File: src/rtl/fp_pkg.sv
// Shared types and helpers for the packed-float utilities: FSM states, result
// flags, input classes and the IEEE754 single-precision layout.
package fp_pkg;

  typedef enum logic [1:0] {
    IDLE,
    SHIFT,
    DONE
  } fp_state_t;

  typedef struct packed {
    logic invalid;
    logic overflow;
    logic inexact;
  } fp_flags_t;

  typedef enum logic [2:0] {
    CLS_NAN,
    CLS_INF,
    CLS_ZERO,
    CLS_TINY,
    CLS_MINNEG,
    CLS_OVF,
    CLS_NORMAL
  } fp_class_t;

  typedef struct packed {
    logic        sign;
    logic [7:0]  exp;
    logic [22:0] mant;
  } ieee754_sp_t;

  function automatic int exp_offset(input int nx);
    return (1 << (nx - 1)) - 1;
  endfunction

endpackage

File: src/rtl/fp_classify.sv
// Combinational classifier: packed float -> class, alignment shift count and
// shift direction (dir=1 means shift the significand left).
module fp_classify
  import fp_pkg::*;
#(
  parameter int NX = 8,
  parameter int NM = 23,
  parameter int NI = 32,
  parameter int KW = 6
) (
  input  logic [NX+NM:0] data,
  output fp_class_t      cls,
  output logic [KW-1:0]  k,
  output logic           dir
);

  localparam int XOFF = exp_offset(NX);
  localparam logic [NX-1:0] EXP_MAX = '1;

  logic          sign;
  logic [NX-1:0] expo;
  logic [NM-1:0] mant;
  int            ue;

  assign sign = data[NX+NM];
  assign expo = data[NX+NM-1:NM];
  assign mant = data[NM-1:0];
  assign ue   = int'(expo) - XOFF;

  always_comb begin
    cls = CLS_NORMAL;
    k   = '0;
    dir = 1'b0;
    if (expo == EXP_MAX) begin
      cls = (mant != '0) ? CLS_NAN : CLS_INF;
    end else if (expo == '0) begin
      cls = CLS_ZERO;
    end else if (ue < 0) begin
      cls = CLS_TINY;
    end else if (ue == NI - 1 && sign && mant == '0) begin
      cls = CLS_MINNEG;
    end else if (ue >= NI - 1) begin
      cls = CLS_OVF;
    end else if (ue > NM) begin
      dir = 1'b1;
      k   = KW'(ue - NM);
    end else begin
      k   = KW'(NM - ue);
    end
  end

endmodule

File: src/rtl/fp_to_int_seq.sv
// Sequential float-to-signed-integer converter, round toward zero. The
// significand is aligned one bit per cycle with valid/ready on both sides.
module fp_to_int_seq
  import fp_pkg::*;
#(
  parameter int NX = 8,
  parameter int NM = 23,
  parameter int NI = 32
) (
  input  logic            clk,
  input  logic            rst,
  input  logic            in_valid,
  output logic            in_ready,
  input  logic [NX+NM:0]  in_data,
  output logic            out_valid,
  input  logic            out_ready,
  output logic [NI-1:0]   out_data,
  output logic [2:0]      out_flags
);

  localparam int W  = (NM + 1 > NI) ? NM + 1 : NI;
  localparam int KW = $clog2(W + 1);
  localparam logic [NI-1:0] INT_MAX = {1'b0, {(NI-1){1'b1}}};
  localparam logic [NI-1:0] INT_MIN = {1'b1, {(NI-1){1'b0}}};

  fp_state_t     state_reg, state_next;
  logic [W-1:0]  work_reg;
  logic [KW-1:0] k_reg;
  logic          dir_reg;
  logic          sign_reg;
  logic          sticky_reg;
  logic [NI-1:0] out_data_reg;
  fp_flags_t     flags_reg;

  fp_class_t     cls;
  logic [KW-1:0] k_in;
  logic          dir_in;
  logic          sign_in;
  logic [W-1:0]  sig_in;
  logic [NI-1:0] idle_res;
  logic [W-1:0]  work_shift;
  logic          sticky_next;
  logic [NI-1:0] shift_res;

  fp_classify #(.NX(NX), .NM(NM), .NI(NI), .KW(KW)) u_classify (
    .data (in_data),
    .cls  (cls),
    .k    (k_in),
    .dir  (dir_in)
  );

  // Magnitude always fits in NI-1 bits for normal inputs, so negation is safe.
  always_comb begin
    sign_in     = in_data[NX+NM];
    sig_in      = W'({1'b1, in_data[NM-1:0]});
    idle_res    = sign_in ? (~sig_in[NI-1:0] + NI'(1)) : sig_in[NI-1:0];
    work_shift  = dir_reg ? (work_reg << 1) : (work_reg >> 1);
    sticky_next = sticky_reg | (~dir_reg & work_reg[0]);
    shift_res   = sign_reg ? (~work_shift[NI-1:0] + NI'(1)) : work_shift[NI-1:0];
  end

  always_ff @(posedge clk) begin
    if (rst) state_reg <= IDLE;
    else     state_reg <= state_next;
  end

  always_comb begin
    state_next = state_reg;
    case (state_reg)
      IDLE:  if (in_valid) state_next = (cls == CLS_NORMAL && k_in != '0) ? SHIFT : DONE;
      SHIFT: if (k_reg == KW'(1)) state_next = DONE;
      DONE:  if (out_ready) state_next = IDLE;
      default: state_next = IDLE;
    endcase
  end

  always_comb begin
    in_ready  = (state_reg == IDLE);
    out_valid = (state_reg == DONE);
  end

  always_ff @(posedge clk) begin
    if (rst) begin
      work_reg     <= '0;
      k_reg        <= '0;
      dir_reg      <= 1'b0;
      sign_reg     <= 1'b0;
      sticky_reg   <= 1'b0;
      out_data_reg <= '0;
      flags_reg    <= '0;
    end else begin
      case (state_reg)
        IDLE: if (in_valid) begin
          sign_reg   <= sign_in;
          sticky_reg <= 1'b0;
          flags_reg  <= '0;
          case (cls)
            CLS_NAN: begin
              out_data_reg      <= '0;
              flags_reg.invalid <= 1'b1;
            end
            CLS_INF: begin
              out_data_reg      <= sign_in ? INT_MIN : INT_MAX;
              flags_reg.invalid <= 1'b1;
            end
            CLS_ZERO: begin
              out_data_reg      <= '0;
              flags_reg.inexact <= (in_data[NM-1:0] != '0);
            end
            CLS_TINY: begin
              out_data_reg      <= '0;
              flags_reg.inexact <= 1'b1;
            end
            CLS_MINNEG: out_data_reg <= INT_MIN;
            CLS_OVF: begin
              out_data_reg       <= sign_in ? INT_MIN : INT_MAX;
              flags_reg.overflow <= 1'b1;
            end
            default: begin
              work_reg <= sig_in;
              k_reg    <= k_in;
              dir_reg  <= dir_in;
              if (k_in == '0) out_data_reg <= idle_res;
            end
          endcase
        end
        SHIFT: begin
          work_reg   <= work_shift;
          sticky_reg <= sticky_next;
          k_reg      <= k_reg - KW'(1);
          if (k_reg == KW'(1)) begin
            out_data_reg      <= shift_res;
            flags_reg.inexact <= sticky_next;
          end
        end
        default: ;
      endcase
    end
  end

  assign out_data  = out_data_reg;
  assign out_flags = flags_reg;

endmodule

File: config.mk
export PLATFORM = sky130hd
export DESIGN_NAME = fp_to_int_seq
export DESIGN_NICKNAME = d
export VERILOG_FILES = /design/src/rtl/fp_pkg.sv /design/src/rtl/fp_classify.sv /design/src/rtl/fp_to_int_seq.sv
export SDC_FILE = /design/constraint.sdc
export NUM_CORES = 1
export LEC_CHECK = 0
export CAP_MARGIN = 25
export CORE_AREA = 2 2 147 149
export DETAILED_ROUTE_END_ITERATION = 10
export DIE_AREA = 0 0 149 151
export SLEW_MARGIN = 15
export SYNTH_ARGS = -nofsm -noshare
export SYNTH_HDL_FRONTEND = slang
export SYNTH_HIERARCHICAL = 1
export SYNTH_SLANG_ARGS = --single-unit
File: constraint.sdc
create_clock -name clk -period 5.12 [get_ports clk]
set_input_delay 1.28 -clock clk [delete_from_list [all_inputs] [get_ports clk]]
set_output_delay 1.28 -clock clk [all_outputs]
set_load 0.01 [all_outputs]
# Yosys cells after proc, flatten, opt, wreduce, memory -nomap -nowiden
# Index checks and enable logic that the tools add are counted.
[totals]
reg_bits = 78
latchBits = 0
mem_bits_rw = 0
romBits = 0
in_bits = 36
output_inout_bits = 37
word_cells = 109
n_memories = 0
[op_classes]
addsub = 6
mul = 0
n_div = 0
order_cmp = 3
n_eq_ne = 16
n_shift = 0
mux = 46
bitwise_logic = 6
n_reduce_logical = 22
[ops]
columns = ["operator", "count"]
rows = [
  ["$mux 32", 9],
  ["$pmux 32 s2", 2],
  ["$pmux 32 s3", 1],
  ["$add 32x1->32 const B", 2],
  ["$mux 6", 8],
  ["$not 24->32", 1],
  ["$not 32->32", 1],
  ["$logic_not 23->1", 1],
  ["$reduce_bool 23->1", 1],
  ["$mux 1", 12],
  ["$mux 3", 4],
  ["$pmux 6 s2", 1],
  ["$reduce_and 3->1", 4],
  ["$mux 2", 5],
  ["$eq 3x3->1 const B", 3],
  ["$eq 9x6->1 const B", 1],
  ["$ge 9x6->1 const B", 1],
  ["$gt 9x6->1 const B", 1],
  ["$lt 9x1->1 const B", 1],
  ["$sub 8x7->9 const B", 1],
  ["$eq 8x8->1 const B", 1],
  ["$logic_not 8->1", 1],
  ["$eq 3x2->1 const B", 2],
  ["$eq 6x1->1 const B", 1],
  ["other kinds (25)", 34],
]

# Logic depth before layout (Yosys ltp)
# Gate-level depths: netlist (run 1).
[depth]
depth_word = 13
mapped_depth = 18
depth_no_buf = 16

# By module
# Netlist (run 1), hierarchy kept.
[modules_own_cells]
columns = ["module", "n_inst", "cells_each", "area_each_um2", "seq_area_each_um2"]
rows = [
  ["fp_to_int_seq", 1, 734, 5596.6, 1561.5],
  ["fp_classify", 1, 79, 585.6, 0.0],
]

# Worst setup path before layout (run 1)
# OpenSTA, ideal clock, no wires.
[synth_timing]
path_kind = "input to register"
start = "input in_data[23]"
end = "register out_data_reg[11], in the netlist out_data[11]"
setup_time_ns = 0.078
t_arrival_ns = 4.543
t_required_ns = 5.042
slack_ns = 0.499
stages = 17
n_path_buf = 2
cell_sequence = "ha_1 -> and2_1 -> clkbuf_1 -> nand2_1 -> xnor2_1 -> ha_1 -> a32o_1 -> o21a_1 -> a211oi_2 -> nand2_1 -> a21oi_1 -> nor4_1 -> a211oi_1 -> o22a_1 -> clkbuf_1 -> a221oi_1 -> nor3_1"
[synth_between]
elab_chain_len = 13
elab_cells_between_ends = 36
classes_between = "add/sub (3); order compare (3); eq/ne (8); mux (14); reduce/logical (8)"
[synth_rtl]
columns = ["element", "line", "source"]
rows = [
  ["start, declared", "fp_to_int_seq.sv:14", "input logic [NX+NM:0] in_data,"],
  ["branches (longest 7 deep; another with $sub 8x7->9)", "n/a", ""],
  ["$mux 3 (*)", "fp_classify.sv:34", "if (expo == EXP_MAX) begin"],
  ["net cls[1]", "fp_to_int_seq.sv:35", "fp_class_t cls;"],
  ["$eq 3x2->1 (tied with other cells)", "fp_to_int_seq.sv:97", "case (cls)"],
  ["$reduce_or 3->1 (no line) or $reduce_or 2->1 (tied branches)", "n/a", ""],
  ["$pmux 32 s3", "fp_to_int_seq.sv:97", ""],
  ["$mux 32", "fp_to_int_seq.sv:93", "IDLE: if (in_valid) begin"],
  ["$pmux 32 s2", "fp_to_int_seq.sv:92", "case (state_reg)"],
  ["end signal, assigned", "fp_to_int_seq.sv:103", "out_data_reg <= sign_in ? INT_MIN : INT_MAX;"],
  ["end signal, assigned", "fp_to_int_seq.sv:116", "out_data_reg <= sign_in ? INT_MIN : INT_MAX;"],
  ["end signal, assigned", "fp_to_int_seq.sv:123", "if (k_in == '0) out_data_reg <= idle_res;"],
  ["end, declared", "fp_to_int_seq.sv:32", "logic [NI-1:0] out_data_reg;"],
]
# Mark *: on every way through the listed nets, which the timed path passes. The select of a mux whose other input is x is not followed.
# A chain may end at the register's enable or synchronous reset.

# Worst setup path after layout (run 1)
[layout_timing]
start = "input in_data[24]"
end = "register out_data_reg[19], in the netlist out_data[19]"
[layout_between]
elab_cells_between_ends = 36
classes_between = "add/sub (3); order compare (3); eq/ne (8); mux (14); reduce/logical (8)"
[layout_lines]
columns = ["element", "line", "source"]
rows = [
  ["$sub 8x7->9", "fp_classify.sv:28", "assign ue = int'(expo) - XOFF;"],
  ["$gt 9x6->1 (tied with other cells)", "fp_classify.sv:44", "end else if (ue > NM) begin"],
  ["$mux 6 or $logic_and 1x1->1 (tied branches)", "fp_classify.sv:44, fp_classify.sv:40", ""],
  ["$mux 6 or $logic_and 1x1->1 (tied branches)", "fp_classify.sv:42, fp_classify.sv:40", ""],
  ["$mux 6", "fp_classify.sv:40", "end else if (ue == NI - 1 && sign && mant == '0) begin"],
  ["$mux 6", "fp_classify.sv:38", "end else if (ue < 0) begin"],
  ["$mux 6", "fp_classify.sv:36", "end else if (expo == '0) begin"],
  ["$mux 6 (*)", "fp_classify.sv:34", ""],
  ["net k_in[3]", "fp_to_int_seq.sv:36", "logic [KW-1:0] k_in;"],
  ["$logic_not 6->1 (*)", "fp_to_int_seq.sv:123", ""],
  ["$ne 5x3->1 (no line) (*)", "n/a", ""],
  ["$reduce_and 4->1 (no line) (*)", "n/a", ""],
  ["end signal, assigned", "fp_to_int_seq.sv:116", ""],
  ["end signal, assigned", "fp_to_int_seq.sv:123", ""],
  ["end signal, assigned", "fp_to_int_seq.sv:132", "out_data_reg <= shift_res;"],
]
# Mark *: on every way through the listed nets, which the timed path passes. The rest lies on a longest branch. The select of a mux whose other input is x is not followed.

==> results.yml, run 1 <==
status:
  status: "complete, no violations"
timing:
  fin_setup_tns_ps: 0
  fin_skew_ps: 6.891
  drv_slew: 0
  slew_headroom_pct: 54.03
  rsz0062_at_grt: "no"
  fmax_mhz: 205.5
  worst_pin_slew_ps: 684.2
  min_period_over_period_pct: 95.06
  setup_viol: 0
  hold_viol: 0
  min_period_ps: 4867
synth:
  synth_compound_area_share_pct: 24.77
  syn_area_um2: 6182
  synth_edf_count: 0
  ys_seq_area_share_pct: 25.26
  synth-main-ff-cell: "dfxtp_1"
  netlist_instances: 813
  synth.net_count: 859
  synth-simple-area-share_pct: 28.72
  synth_warnings: 6
  synth_mux_area_share_pct: 6.942
  synth_top_family_by_area: "simple AND/OR/NAND/NOR gates"
  synth_async_sr_flop_share_pct: 0
  synth_xor_area_share_pct: 6.922
  synth_cell_types: 77
  syn_area_per_cell_um2: 7.604
  synth-adder-area-share_pct: 2.024
  ys_ff_latch: 78
route:
  dr.first_iter.drc_count: 658
  dr_total_vias: 6410
  first_pass_iters: 5
  totalWireLength_um: 19970
  post_drt_via_cell_ratio: 5.608
  wl_per_cell_um: 17.47
  drc: 0
  drtAntennaViolNets: 0
clock_tree:
  cts_tree: "yes"
  cts-root-buf: "clkbuf_16"
  post_cts_buffers: 0
  cts_hold_buf: 0
  path_clk_slew_ps: 60
  insertion_delay_ps: 350
  cts_resized: 0
  clockBufferDepth: 2
  cts.sinks: 78
  h-tree-depth: 3
  cts_buffers: 9
layout:
  fillers: 2211
  syn_to_final_growth_pct: 22.93
  final_nets: 909
  final_cell_mix: "nor2_1, nand2_1, dfxtp_1"
  seq_area_um2: 1563
  antenna-diode-count: 0
  layout_commonest_cell: "nor2_1"
  drive_gt1_share_pct: 10.25
  multi_input_area_um2: 4308
power_and_ir_drop:
  p_seq_share_pct: 33.8
  sw_frac_of_total_pct: 31.90
  comb_power_share_pct: 28.3
  p_per_area_nw_per_um2: 272.5
  p_leak_uw: 0.002478
  clock_power_share_pct: 37.9
  intPower_uw: 1410
  total_power_uw: 2071
  ir_worst_vdd_uv: 155.2
  p_sw_uw: 660.6
floorplan:
  initial_utilization_pct: 29.69
  die_area_um2: 22500
  die_y_um: 151
  io_pins: 73
  num_rows: 53
  dieWidth_um: 149
  coreArea_um2: 20820
critical_path:
  cp_max_fo: 4
  reg2reg_depth: 8
  worstSetupPathType: "primary input to register"
  end_kind: "register"
  slowest_delay_ps: 540
  r2r_end: "out_data[24]"
  path_cells: "clkdlybuf4s50_1, ha_1, and2_1, nand2_1, xnor2_1, ha_1, a31oi_1, a41oi_2, o311ai_1, xnor2_1, nor2_1, nor4_1, a211oi_1, o22a_1, a2111oi_0, a311oi_1"
  rr_startpoint: "dir_reg"
  startpoint: "in_data[24]"
  worst_ep_arrival_time_ps: 5070
  regToRegSetupSlack_ps: 1840
  start_kind: "primary input"
  crit_path_top_delay_cell: "clkdlybuf4s50_1"
  crit_required_ps: 5330
placed_design:
  dp_hpwl_um: 14300
  port_buffers: 72
  gp_congestion: 0.8652
worst_hold_path:
  min_from: "sticky_reg"
  hp-class: "register to register"
  hold_end: "sticky_reg"
  hold_path_depth: 2
run:
  max_cap_viol_count: 0
grt:
  grt_pass1_vias: 5813
  grt_antenna_before_repair: 0
  grt_pass1_wl_um: 31640
  grt_max_degree: 55
  grt_overflow: 0
  gr-usage-all-layers_pct: 17.58
==> power by group through the flow <==
stage | logic [uW] | registers, uW | clock network, uW
final | 586 | 700 | 785
after global routing | 637 | 706 | 816
after CTS | 579 | 700 | 792
after detailed placement | 576 | 713 | 0
after global placement | 576 | 713 | 0
after floorplan | 351 | 707 | 0
==> metal layers <==
| metal | wire (um) | vias to the layer above | track usage (%) |
|---|---|---|---|
| li1 | - | 3121 | - |
| met1 | 9318 | 3049 | 24.44 |
| met2 | 9119 | 210 | 27.51 |
| met3 | 1073 | 30 | 2.922 |
| met4 | 460 | 0 | 6.143 |
| met5 | 0 | - | 0 |
==> cells by family (layout without fill, tap and decap cells) <==
| group | Yosys count | after routing |
|---|---|---|
| adders and majority gates | 10 | 10 |
| muxes | 39 | 39 |
| xor gates and xnor gates | 48 | 48 |
| buffers and inverters | 77 | 132 |
| AOI/OAI and AO/OA | 204 | 204 |
| DFF | 78 | 78 |
| and+or+nand+nor | 357 | 357 |
==> synthesized netlist by cell type (13+ instances only) <==
cell type,count,area (um^2)
xor2_1,19,166.4
dfxtp_1,78,1562
o21ai_0,27,135.1
mux2i_1,26,260.3
nor3_1,54,270.3
clkbuf_1,38,142.6
inv_1,18,67.56
a221oi_1,16,140.1
and3_1,15,93.84
nor4_1,13,81.33
a211oi_1,41,307.8
xnor2_1,28,245.2
a21oi_1,34,170.2
nor2_1,105,394.1
nand2_1,90,337.8
nand3_1,16,80.08
==> per-stage QoR <==
step	cell area, um^2	setup slack [ps]	instances	hold WS (ps)	utilization, %
5_1_grt	7600	3.356	1143	483.4	36.50
2_1_floorplan	6182	498.7	813	433.2	-
3_3_place_gp	7216	83.78	1126	441.1	34.65
3_5_place_dp	7216	-56.63	1126	447.3	34.65
4_1_cts	7572	296.7	1142	455.9	36.37
6_report	7600	253.0	1143	453.7	36.50
==> how the worst max path moves through the flow <==
stage / end / slack, ps / cells after the start
detailed placement: out_data[19] / -60 / 16
global placement: out_data[15] / 80 / 17
CTS: out_data[19] / 300 / 16
floorplan: out_data[11] / 500 / 17
global route: out_data[31] / 3 / 18
finish: out_data[19] / 250 / 16
==> final cells by class <==
| type | count | share of cell area (%) |
|---|---|---|
| Clock buffer | 11 | 3.326 |
| Clock inverter | 5 | 1.366 |
| Inverter | 18 | 0.8890 |
| Multi-Input combinational cell | 658 | 56.68 |
| Sequential cell | 78 | 20.56 |
| Tap cell | 275 | 4.527 |
| Timing Repair Buffer | 98 | 12.64 |
==> critical path: cells and delay by family <==
kind | cells | cell delay [ps]
buf+inv | 1 | 540
xor+xnor | 2 | 350
fa+ha+maj | 2 | 470
compound gates | 7 | 1730
simple gates | 4 | 720
(Power assumes the default switching activity.)
==> run 2: changes to the inputs <==
--- a/config.mk
+++ b/config.mk
@@ -6,11 +6,10 @@
 export NUM_CORES = 1
 export LEC_CHECK = 0
 export CAP_MARGIN = 25
-export CORE_AREA = 2 2 147 149
+export CORE_AREA = 2 2 144 146
 export DETAILED_ROUTE_END_ITERATION = 10
-export DIE_AREA = 0 0 149 151
+export DIE_AREA = 0 0 146 148
 export SLEW_MARGIN = 15
 export SYNTH_ARGS = -nofsm -noshare
 export SYNTH_HDL_FRONTEND = slang
-export SYNTH_HIERARCHICAL = 1
 export SYNTH_SLANG_ARGS = --single-unit
==> run 2 against run 1 <==
  * Synthesized cell count decreased by 8.6%
  * Largest cell class unchanged
  * Routed wire length decreased by 10%
  * Cell area decreased by 4.7%
  * Register-to-register slack got worse by 390 ps
  * Largest power group unchanged
  * Cell count decreased by 6.8%
  * Count of clock-buffer cells in the layout decreased by 1
==> results.yml, run 2 <==
route:
  first_pass_iters: 5
  drc: 0
  wl_per_cell_um: 16.79
  post_drt_via_cell_ratio: 5.486
  dr_total_vias: 5843
  drtAntennaViolNets: 0
  totalWireLength_um: 17880
  dr.first_iter.drc_count: 580
clock_tree:
  cts_resized: 0
  cts_tree: "yes"
  h-tree-depth: 3
  cts_buffers: 9
  cts.sinks: 78
  clockBufferDepth: 2
  post_cts_buffers: 0
  cts_hold_buf: 0
  cts-root-buf: "clkbuf_16"
  path_clk_slew_ps: 60
  insertion_delay_ps: 350
synth:
  synth_common_cells: "nor2_1, dfxtp_1, clkbuf_1"
  ys_seq_area_share_pct: 26.54
  synth_cell_types: 66
  netlist_instances: 743
  synth.area.top_cells: "dfxtp_1, nor2_1, xnor2_1"
  synth_async_sr_flop_share_pct: 0
  syn_area_um2: 5884
  ys_ff_latch: 78
  synth_edf_count: 0
  synth.net_count: 788
  syn_area_per_cell_um2: 7.920
  post-synth-top-area-cell: "dfxtp_1"
  yosysMostFrequentCell: "nor2_1"
  synth_top_area_share_pct: 26.54
  synth_warnings: 0
  synth-main-ff-cell: "dfxtp_1"
critical_path:
  start_kind: "primary input"
  worstSetupPathType: "primary input to register"
  crit_top_cell: "ha_1"
  slowest_delay_ps: 600
  crit_required_ps: 5370
  end_kind: "register"
  path_cells: "clkdlybuf4s50_1, ha_1, nand3_1, xnor2_1, ha_1, a31oi_1, nor3_1, or4_4, a221oi_4, a21oi_4, buf_16, a221oi_1"
  cp_max_fo: 19
  worst_ep_arrival_time_ps: 4820
  crit_path_top_delay_cell: "clkdlybuf4s50_1"
  path_delay_family: "compound AO/OA/AOI/OAI gates"
  crit_buf_inv: 2
timing:
  setup_viol: 0
  fmax_mhz: 219.2
  min_period_ps: 4563
  worst_pin_slew_ps: 888.9
  hold_viol: 0
  min_period_over_period_pct: 89.12
  slew_headroom_pct: 40.28
  fin_setup_tns_ps: 0
  drv_slew: 0
  fin_skew_ps: 12.23
  rsz0062_at_grt: "no"
floorplan:
  initial_utilization_pct: 29.36
  die_y_um: 148
  dieWidth_um: 146
  num_rows: 52
  coreArea_um2: 20040
  io_pins: 73
  die_area_um2: 21610
power_and_ir_drop:
  p_sw_uw: 566.2
  clock_power_share_pct: 38.0
  p_per_area_nw_per_um2: 256.3
  p_seq_share_pct: 36.4
  sw_frac_of_total_pct: 30.51
  ir_worst_vdd_uv: 152.6
  p_leak_uw: 0.002410
  comb_power_share_pct: 25.6
  total_power_uw: 1856
  intPower_uw: 1289
layout:
  seq_area_um2: 1563
  fillers: 2136
  syn_to_final_growth_pct: 23.05
  final_util_pct: 36.13
  drive_gt1_share_pct: 10.69
  antenna-diode-count: 0
  multi_input_area_um2: 3914
  layout_commonest_cell: "nor2_1"
  final_cell_mix: "nor2_1, dfxtp_1, clkdlybuf4s50_1"
  final_nets: 835
worst_hold_path:
  hp-class: "register to register"
placed_design:
  port_buffers: 72
  gp_congestion: 0.8900
  dp_hpwl_um: 12990
grt:
  grt_max_degree: 61
  gr-usage-all-layers_pct: 16.20
  grt.busiest_layer: "met1"
  grt_overflow: 0
  grt_pass1_wl_um: 28660
  met2_usage_pct: 23.40
  gr-usage-met3_pct: 2.593
  grt_use_met1_pct: 23.94
  grt_pass1_vias: 5232
  grt_antenna_before_repair: 0
status:
  status: "complete, no violations"
run:
  max_cap_viol_count: 0
-- run 2: cell types whose count changed after synthesis, moves of 9 or more --
cell,delta
inv_1,+20
a221oi_1,+12
nor3_1,-11
and3_1,-10
nand2_1,-62
o22ai_1,+15
a211oi_1,-27
a221oi_2,+18
xnor2_1,+9
-- run 2: cell families (layout without fill, tap and decap cells) --
| group | count (synthesis) | count (layout) | synth area share [%] |
|---|---|---|---|
| XOR/XNOR | 59 | 59 | 8.782 |
| buffers and inverters | 103 | 155 | 7.208 |
| AO/OA/AOI/OAI | 212 | 212 | 28.94 |
| flip-flops | 78 | 78 | 26.54 |
| multiplexers | 33 | 33 | 5.762 |
| adder cells (fa/ha/maj) | 9 | 9 | 1.914 |
| AND/OR/NAND/NOR | 249 | 249 | 20.86 |
-- run 2: final timing paths --
kind / cells past startpoint / to / slack, ps / start
worst max register to register: 8 / out_data[30] / 1450 / dir_reg
worst min register to register: 2 / out_data[7] / 460 / out_data[7]
worst min-delay path: 2 / out_data[7] / 460 / out_data[7]
worst max-delay path: 12 / out_data[16] / 560 / in_data[24]
-- run 2: cell type report --
type                       instances  share of cell area [%]
clock buffer                      10                   3.162
multi-input combinational        562                   54.05
inverter                          39                   2.022
timing repair buffer             100                   13.24
sequential                        78                   21.58
clock inverter                     6                   1.279
tap                              270                   4.666
-- run 2: worst reg2reg max path, cell delays in order (launching register included) --
cell and delay, ps:
dfxtp_2 340, buf_4 570, nor3b_1 570, o2111ai_1 390
nor4_2 570, a41oi_1 220, xor2_1 210, a2111oi_0 530
a211oi_1 140
-- run 2: per-layer routing --
metal  share of wire, %  routed length, um  up-vias
li1                   -                  -     2860
met1                 49               8764     2735
met2                 42               7456      216
met3                6.8               1221       32
met4                2.4                433        0
met5                  0                  0        -
-- run 2: power by group through the flow --
stage | clock (uW) | sequential, uW | combinational (uW)
after floorplan | 0 | 689 | 277
after global placement | 0 | 689 | 462
after detailed placement | 0 | 688 | 464
after CTS | 720 | 675 | 467
after global routing | 747 | 680 | 515
final | 706 | 675 | 475
-- run 2: stage by stage --
stage | hold WS [ps] | instances | area, um^2 | setup WS (ps)
finish | 457.7 | 1065 | 7241 | 557.1
global route | 468.6 | 1065 | 7241 | 235.5
CTS | 460.9 | 1064 | 7213 | 398.5
detailed placement | 451.1 | 1048 | 6892 | 26.66
global placement | 450.1 | 1048 | 6892 | 203.4
floorplan | 451.8 | 743 | 5884 | 1117
==> run 3: changes to the inputs <==
--- a/config.mk
+++ b/config.mk
@@ -5,6 +5,7 @@
 export SDC_FILE = /design/constraint.sdc
 export NUM_CORES = 1
 export LEC_CHECK = 0
+export ABC_AREA = 0
 export CAP_MARGIN = 25
 export CORE_AREA = 2 2 144 146
 export DETAILED_ROUTE_END_ITERATION = 10
==> results of run 3 <==
No change in the layout: final DEF, timing and power equal those of run 2.
